### config.mk
export PLATFORM = sky130hd
export DESIGN_NAME = fetch_queue
export DESIGN_NICKNAME = d
export VERILOG_FILES = /design/src/rtl/fetch_queue.sv
export SDC_FILE = /design/constraint.sdc
export NUM_CORES = 1
export LEC_CHECK = 0
export ABC_AREA = 0
export CELL_PAD_IN_SITES_DETAIL_PLACEMENT = 0
export CELL_PAD_IN_SITES_GLOBAL_PLACEMENT = 1
export CORE_ASPECT_RATIO = 0.5
export CORE_MARGIN = 2
export CORE_UTILIZATION = 40
export DETAILED_ROUTE_END_ITERATION = 7
export DONT_BUFFER_PORTS = 1
export PLACE_DENSITY = 0.72
export SYNTH_ARGS = -nofsm -noshare
export SYNTH_HDL_FRONTEND = slang
export SYNTH_SLANG_ARGS = --single-unit
### constraint.sdc
create_clock -name clk -period 6.27 [get_ports clk]
set_clock_uncertainty 0.2 [all_clocks]
set_input_delay 1.5675 -clock clk [delete_from_list [all_inputs] [get_ports clk]]
set_output_delay 1.5675 -clock clk [all_outputs]
set_load 0.005 [all_outputs]
### src/rtl/fetch_queue.sv
// fetch_queue: instruction fetch PC generator plus a DEPTH-entry circular
// buffer of {inst, pc} pairs feeding decode in program order.
// Optional feature macro: FETCHQ_BYPASS_EN. When it is defined, an empty
// queue presents the instruction being fetched straight to decode in the
// same cycle.
//
// Decode handshake: validD plays the role of "valid" and ~stall plays the
// role of "ready". The head entry transfers on every cycle where validD=1
// and stall=0, unless flush=1, which overrides both. While stalled, instD,
// PCD and PCPlus4D hold steady.
module fetch_queue #(
   parameter int                XLEN     = 32,
   parameter int                DEPTH    = 4,
   parameter logic [XLEN-1:0]   RESET_PC = '0
) (
   input  logic                     clk,
   input  logic                     reset,
   output logic [XLEN-1:0]          imem_addr,
   input  logic [31:0]              imem_inst,
   input  logic                     stall,
   input  logic                     flush,
   input  logic [XLEN-1:0]          redirect_pc,
   output logic [31:0]              instD,
   output logic [XLEN-1:0]          PCD,
   output logic [XLEN-1:0]          PCPlus4D,
   output logic                     validD,
   output logic [$clog2(DEPTH):0]   count,
   output logic                     full,
   output logic                     empty
);

   localparam int PTR_W = $clog2(DEPTH);
   localparam int CNT_W = PTR_W + 1;
   localparam logic [31:0] NOP = 32'h0000_0013;

   logic [XLEN-1:0]  pc_q, pc_d;
   logic [PTR_W-1:0] wr_ptr_q, wr_ptr_d;
   logic [PTR_W-1:0] rd_ptr_q, rd_ptr_d;
   logic [CNT_W-1:0] count_q, count_d;

   logic [31:0]      inst_mem_q [DEPTH];
   logic [XLEN-1:0]  pc_mem_q   [DEPTH];

   logic             full_w, empty_w;
   logic             pop, push;
   logic             buf_push, buf_pop;

   assign full_w  = (count_q == CNT_W'(DEPTH));
   assign empty_w = (count_q == '0);

   // Head selection and handshake: show-ahead head from the buffer, optionally
   // bypassing the fetch port when the buffer is empty. Buffer push/pop are
   // split from the architectural push/pop so a bypassed instruction that
   // decode accepts never touches storage.
   always_comb begin
      validD   = ~empty_w;
      instD    = NOP;
      PCD      = '0;
      PCPlus4D = '0;
`ifdef FETCHQ_BYPASS_EN
      if (empty_w) begin
         validD   = 1'b1;
         instD    = imem_inst;
         PCD      = imem_addr;
         PCPlus4D = imem_addr + XLEN'(4);
      end else begin
         instD    = inst_mem_q[rd_ptr_q];
         PCD      = pc_mem_q[rd_ptr_q];
         PCPlus4D = pc_mem_q[rd_ptr_q] + XLEN'(4);
      end
`else
      if (!empty_w) begin
         instD    = inst_mem_q[rd_ptr_q];
         PCD      = pc_mem_q[rd_ptr_q];
         PCPlus4D = pc_mem_q[rd_ptr_q] + XLEN'(4);
      end
`endif
      pop  = validD & ~stall & ~flush;
      push = ~flush & (~full_w | pop);
`ifdef FETCHQ_BYPASS_EN
      // A bypassed instruction consumed this cycle never enters the buffer.
      buf_push = push & ~(empty_w & pop);
      buf_pop  = pop & ~empty_w;
`else
      buf_push = push;
      buf_pop  = pop;
`endif
   end

   // Next-state for fetch PC, pointers and occupancy; flush clears the queue
   // and redirects fetch, taking priority over stall and full.
   always_comb begin
      pc_d     = pc_q;
      wr_ptr_d = wr_ptr_q;
      rd_ptr_d = rd_ptr_q;
      count_d  = count_q;
      if (flush) begin
         pc_d     = redirect_pc;
         wr_ptr_d = '0;
         rd_ptr_d = '0;
         count_d  = '0;
      end else begin
         if (push) begin
            pc_d = pc_q + XLEN'(4);
         end
         if (buf_push) begin
            wr_ptr_d = wr_ptr_q + PTR_W'(1);
         end
         if (buf_pop) begin
            rd_ptr_d = rd_ptr_q + PTR_W'(1);
         end
         case ({buf_push, buf_pop})
            2'b10:   count_d = count_q + CNT_W'(1);
            2'b01:   count_d = count_q - CNT_W'(1);
            default: count_d = count_q;
         endcase
      end
   end

   // Control state registers; reset wins over flush, stall and push.
   always_ff @(posedge clk) begin
      if (reset) begin
         pc_q     <= RESET_PC;
         wr_ptr_q <= '0;
         rd_ptr_q <= '0;
         count_q  <= '0;
      end else begin
         pc_q     <= pc_d;
         wr_ptr_q <= wr_ptr_d;
         rd_ptr_q <= rd_ptr_d;
         count_q  <= count_d;
      end
   end

   // Entry storage; contents need no reset because validD gates the outputs.
   always_ff @(posedge clk) begin
      if (!reset && buf_push) begin
         inst_mem_q[wr_ptr_q] <= imem_inst;
         pc_mem_q[wr_ptr_q]   <= imem_addr;
      end
   end

   assign imem_addr = pc_q;
   assign count     = count_q;
   assign full      = full_w;
   assign empty     = empty_w;

endmodule

==> flow_summary.yaml <==
drt:
  avgViaCountPerCell: 5.50
  drc: 0
  detail_route.wl_per_cell_um: 22.9
  wl_mm: 28.8
  firstDrtPassIters: 5
  vias: 6935
  ant_nets: 0
  drt_iter0_markers: 461
critical_path:
  path_class: "reg -> out"
  cp-start-kind: "flop"
  cp_slowest_stage_delay_ns: 0.81
  worstPathBufferInverterCount: 0
  crit_family: "simple AND/OR/NAND/NOR gates"
  rr_startpoint: "count[0]"
  worstPathRequired_ns: 4.50
  crit_slowest_cell: "dfxtp_4"
  r2r_slack_ns: 3.01
  crit_chain: "mux4_1 -> and4_1 -> nand4_1 -> nor4_1 -> mux2_2"
  endpoint: "PCPlus4D[25]"
  reg2reg_to: "inst_mem_q[2][20]"
  rr_worst_depth: 5
  worstSetupPathDepth: 5
  endpoint_kind: "output port"
  worstPathArrival_ns: 3.48
  cp_max_fo: 37
finish:
  fill_cells: 2737
  nets: 881
  syn_to_final_growth_pct: 11.1
  mostFrequentLayoutCells: "256 x edfxtp_1, 66 x and2_1, 64 x nor2_1, 53 x mux4_2, 43 x nand2_1"
  drive_above_1_share: 0.165
  instances_no_fill: 1260
  final_util: 0.448
  stdcell_area_um2: 14100
  layout_commonest_cell: "edfxtp_1"
  diodes: 0
floorplanning:
  initial_utilization: 0.404
  boundaryPins: 202
  dieWidth_um: 256
  die_y_um: 130
  fp-row-count: 46
  core_area_um2: 31500
  fp.dieArea_um2: 33300
placed_design:
  place_area_um2: 13100
  pre_cts_ws_ns: 1.57
  portBuffers: 0
  placed_cells: 1208
  hpwlAfterDp_mm: 19.1
  place.gp.congestion: 0.865
logic_synthesis:
  synth_top_area_frac: 0.605
  syn_nets: 886
  ys_seq_area_frac: 0.670
  synth.distinct_cells: 48
  synth_top_area_cell: "edfxtp_1"
  ys_warn_count: 0
  netlist_area_um2: 12700
  synth_cells: 811
  postSynthAreaPerCell_um2: 15.7
  synthTopCellsByArea: "edfxtp_1 61%, mux4_2 9.4%, dfxtp_1 6.5%"
  ys_ff_latch: 297
global_routing:
  grt.total_usage: 0.167
  grt_max_degree: 65
  grt_remaining_overflow: 0
  grt_pass1_vias: 6726
  grt_antenna_before_repair: 1
  grt_pass1_wl_mm: 42.3
cts:
  root_buffer: "clkbuf_16"
  cts_inserted_buffers: 28
  post-cts-setup-buffers: 0
  clk_path_buf_depth: 3
  clock_latency_ns: 0.54
  clkSinkCount: 297
  hold_buffers: 0
  clk_pin_slew_ns: 0.06
  h-tree-depth: 1
  cts_resized: 0
  cts_tree: "built"
sta:
  whs_ns: 0.318
  relSlewSlack: 0.313
  setup_tns_ns: 0
  fmax_mhz: 191
  setup_violations: 0
  tightest_slew_ns: 1.03
  rsz0062_at_grt: "false"
  fin_ws_ns: 1.03
  post-route-period-util: 0.836
  fin_crit_ns: 5.24
  slew_viol_final: 0
  hold_viol: 0
outcome:
  status: "finished clean"
pwr:
  leakage_nw: 4.36
  clock_power_share: 0.422
  ir_worst_vdd_uv: 141
  p_comb_frac: 0.050
  power_density_nw_per_um2: 303
  internal_power_mw: 3.35
  netSwitchingPower_mw: 0.928
  p_seq_frac: 0.528
  power_mw: 4.27
  sw_frac_of_total: 0.217
run:
  max_cap_viol_count: 0
hold_path:
  hold_class: "reg -> reg"
-- cell usage after synthesis, drive strengths merged --
cell and instances:
edfxtp 256, and2 66, mux4 64, nor2 64, nand2 43, dfxtp 41, clkbuf 26, nand3 23
a211oi 19, xnor2 19, a21oi 18, buf 18, xor2 17, nand4 14, nor3 12, and3 11
mux2 11, o21ai 11, or3 11, nor4 10, inv 8, a311oi 6, ha 6, and4 5
or2 5, clkinv 3, mux2i 3, o211ai 3, or4 3, a2111oi 2, a21o 2, o2111ai 2
o41ai 2, or4b 2, a21boi 1, conb 1, fa 1, o31ai 1, or3b 1
-- worst min-delay path by stage --
stage / startpoint / to / slack (ns) / depth (start not counted)
final: rd_ptr_q[1] / flop / 0.32 / 2
after global routing: rd_ptr_q[1] / rd_ptr_q[1] / 0.36 / 2
after CTS: rd_ptr_q[1] / flop / 0.32 / 2
after detailed placement: rd_ptr_q[1] / flop / 0.30 / 2
after global placement: rd_ptr_q[1] / rd_ptr_q[1] / 0.29 / 2
after floorplan: rd_ptr_q[1] / flop / 0.27 / 2
-- tightest hold or removal path, delay by kind of cell, from the launching register on --
family        cells  cell delay (ns)
flops             1             0.33
xor+xnor          1             0.08
simple gates      1             0.08
-- layout make-up --
class / count / area [um2] / area share
timing repair buffer: 9 / 67.6 / 0.00479
multi-input combinational: 459 / 3950 / 0.280
inverter: 11 / 41.3 / 0.00293
tap: 432 / 541 / 0.0383
sequential: 297 / 8510 / 0.603
clock inverter: 21 / 253 / 0.0179
clock buffer: 31 / 743 / 0.0527
-- routing by layer --
layer  vias up  track usage  share of wire
met5         -            0        0.00045
met4         2       0.0509          0.026
met3        53       0.0441          0.061
met2       176        0.284           0.49
met1      3565        0.214           0.42
li1       3139            -              -
-- power groups by stage --
stage	sequential, mW	clock (mW)	combinational [mW]
after floorplan	2.27	0	0.170
after global placement	2.30	0	0.214
after detailed placement	2.30	0	0.215
after CTS	2.26	1.83	0.216
after global routing	2.26	1.90	0.233
final	2.26	1.81	0.212
-- flip-flops by register name, summed over array words and instances, names as in the netlist, named ones only --
name        cells
count           3
imem_addr      32
inst_mem_q    128
pc_mem_q      128
rd_ptr_q        2
wr_ptr_q        2
-- logic make-up after synthesis --
kind of cell | synth area share
flip-flops | 0.670
AND/OR/NAND/NOR | 0.113
AO/OA/AOI/OAI | 0.0352
other | 0.000295
multiplexers | 0.129
buffers and inverters | 0.0205
XOR/XNOR | 0.0248
adder cells (fa/ha/maj) | 0.00749
No activity file was read; power rests on OpenSTA's default activity.
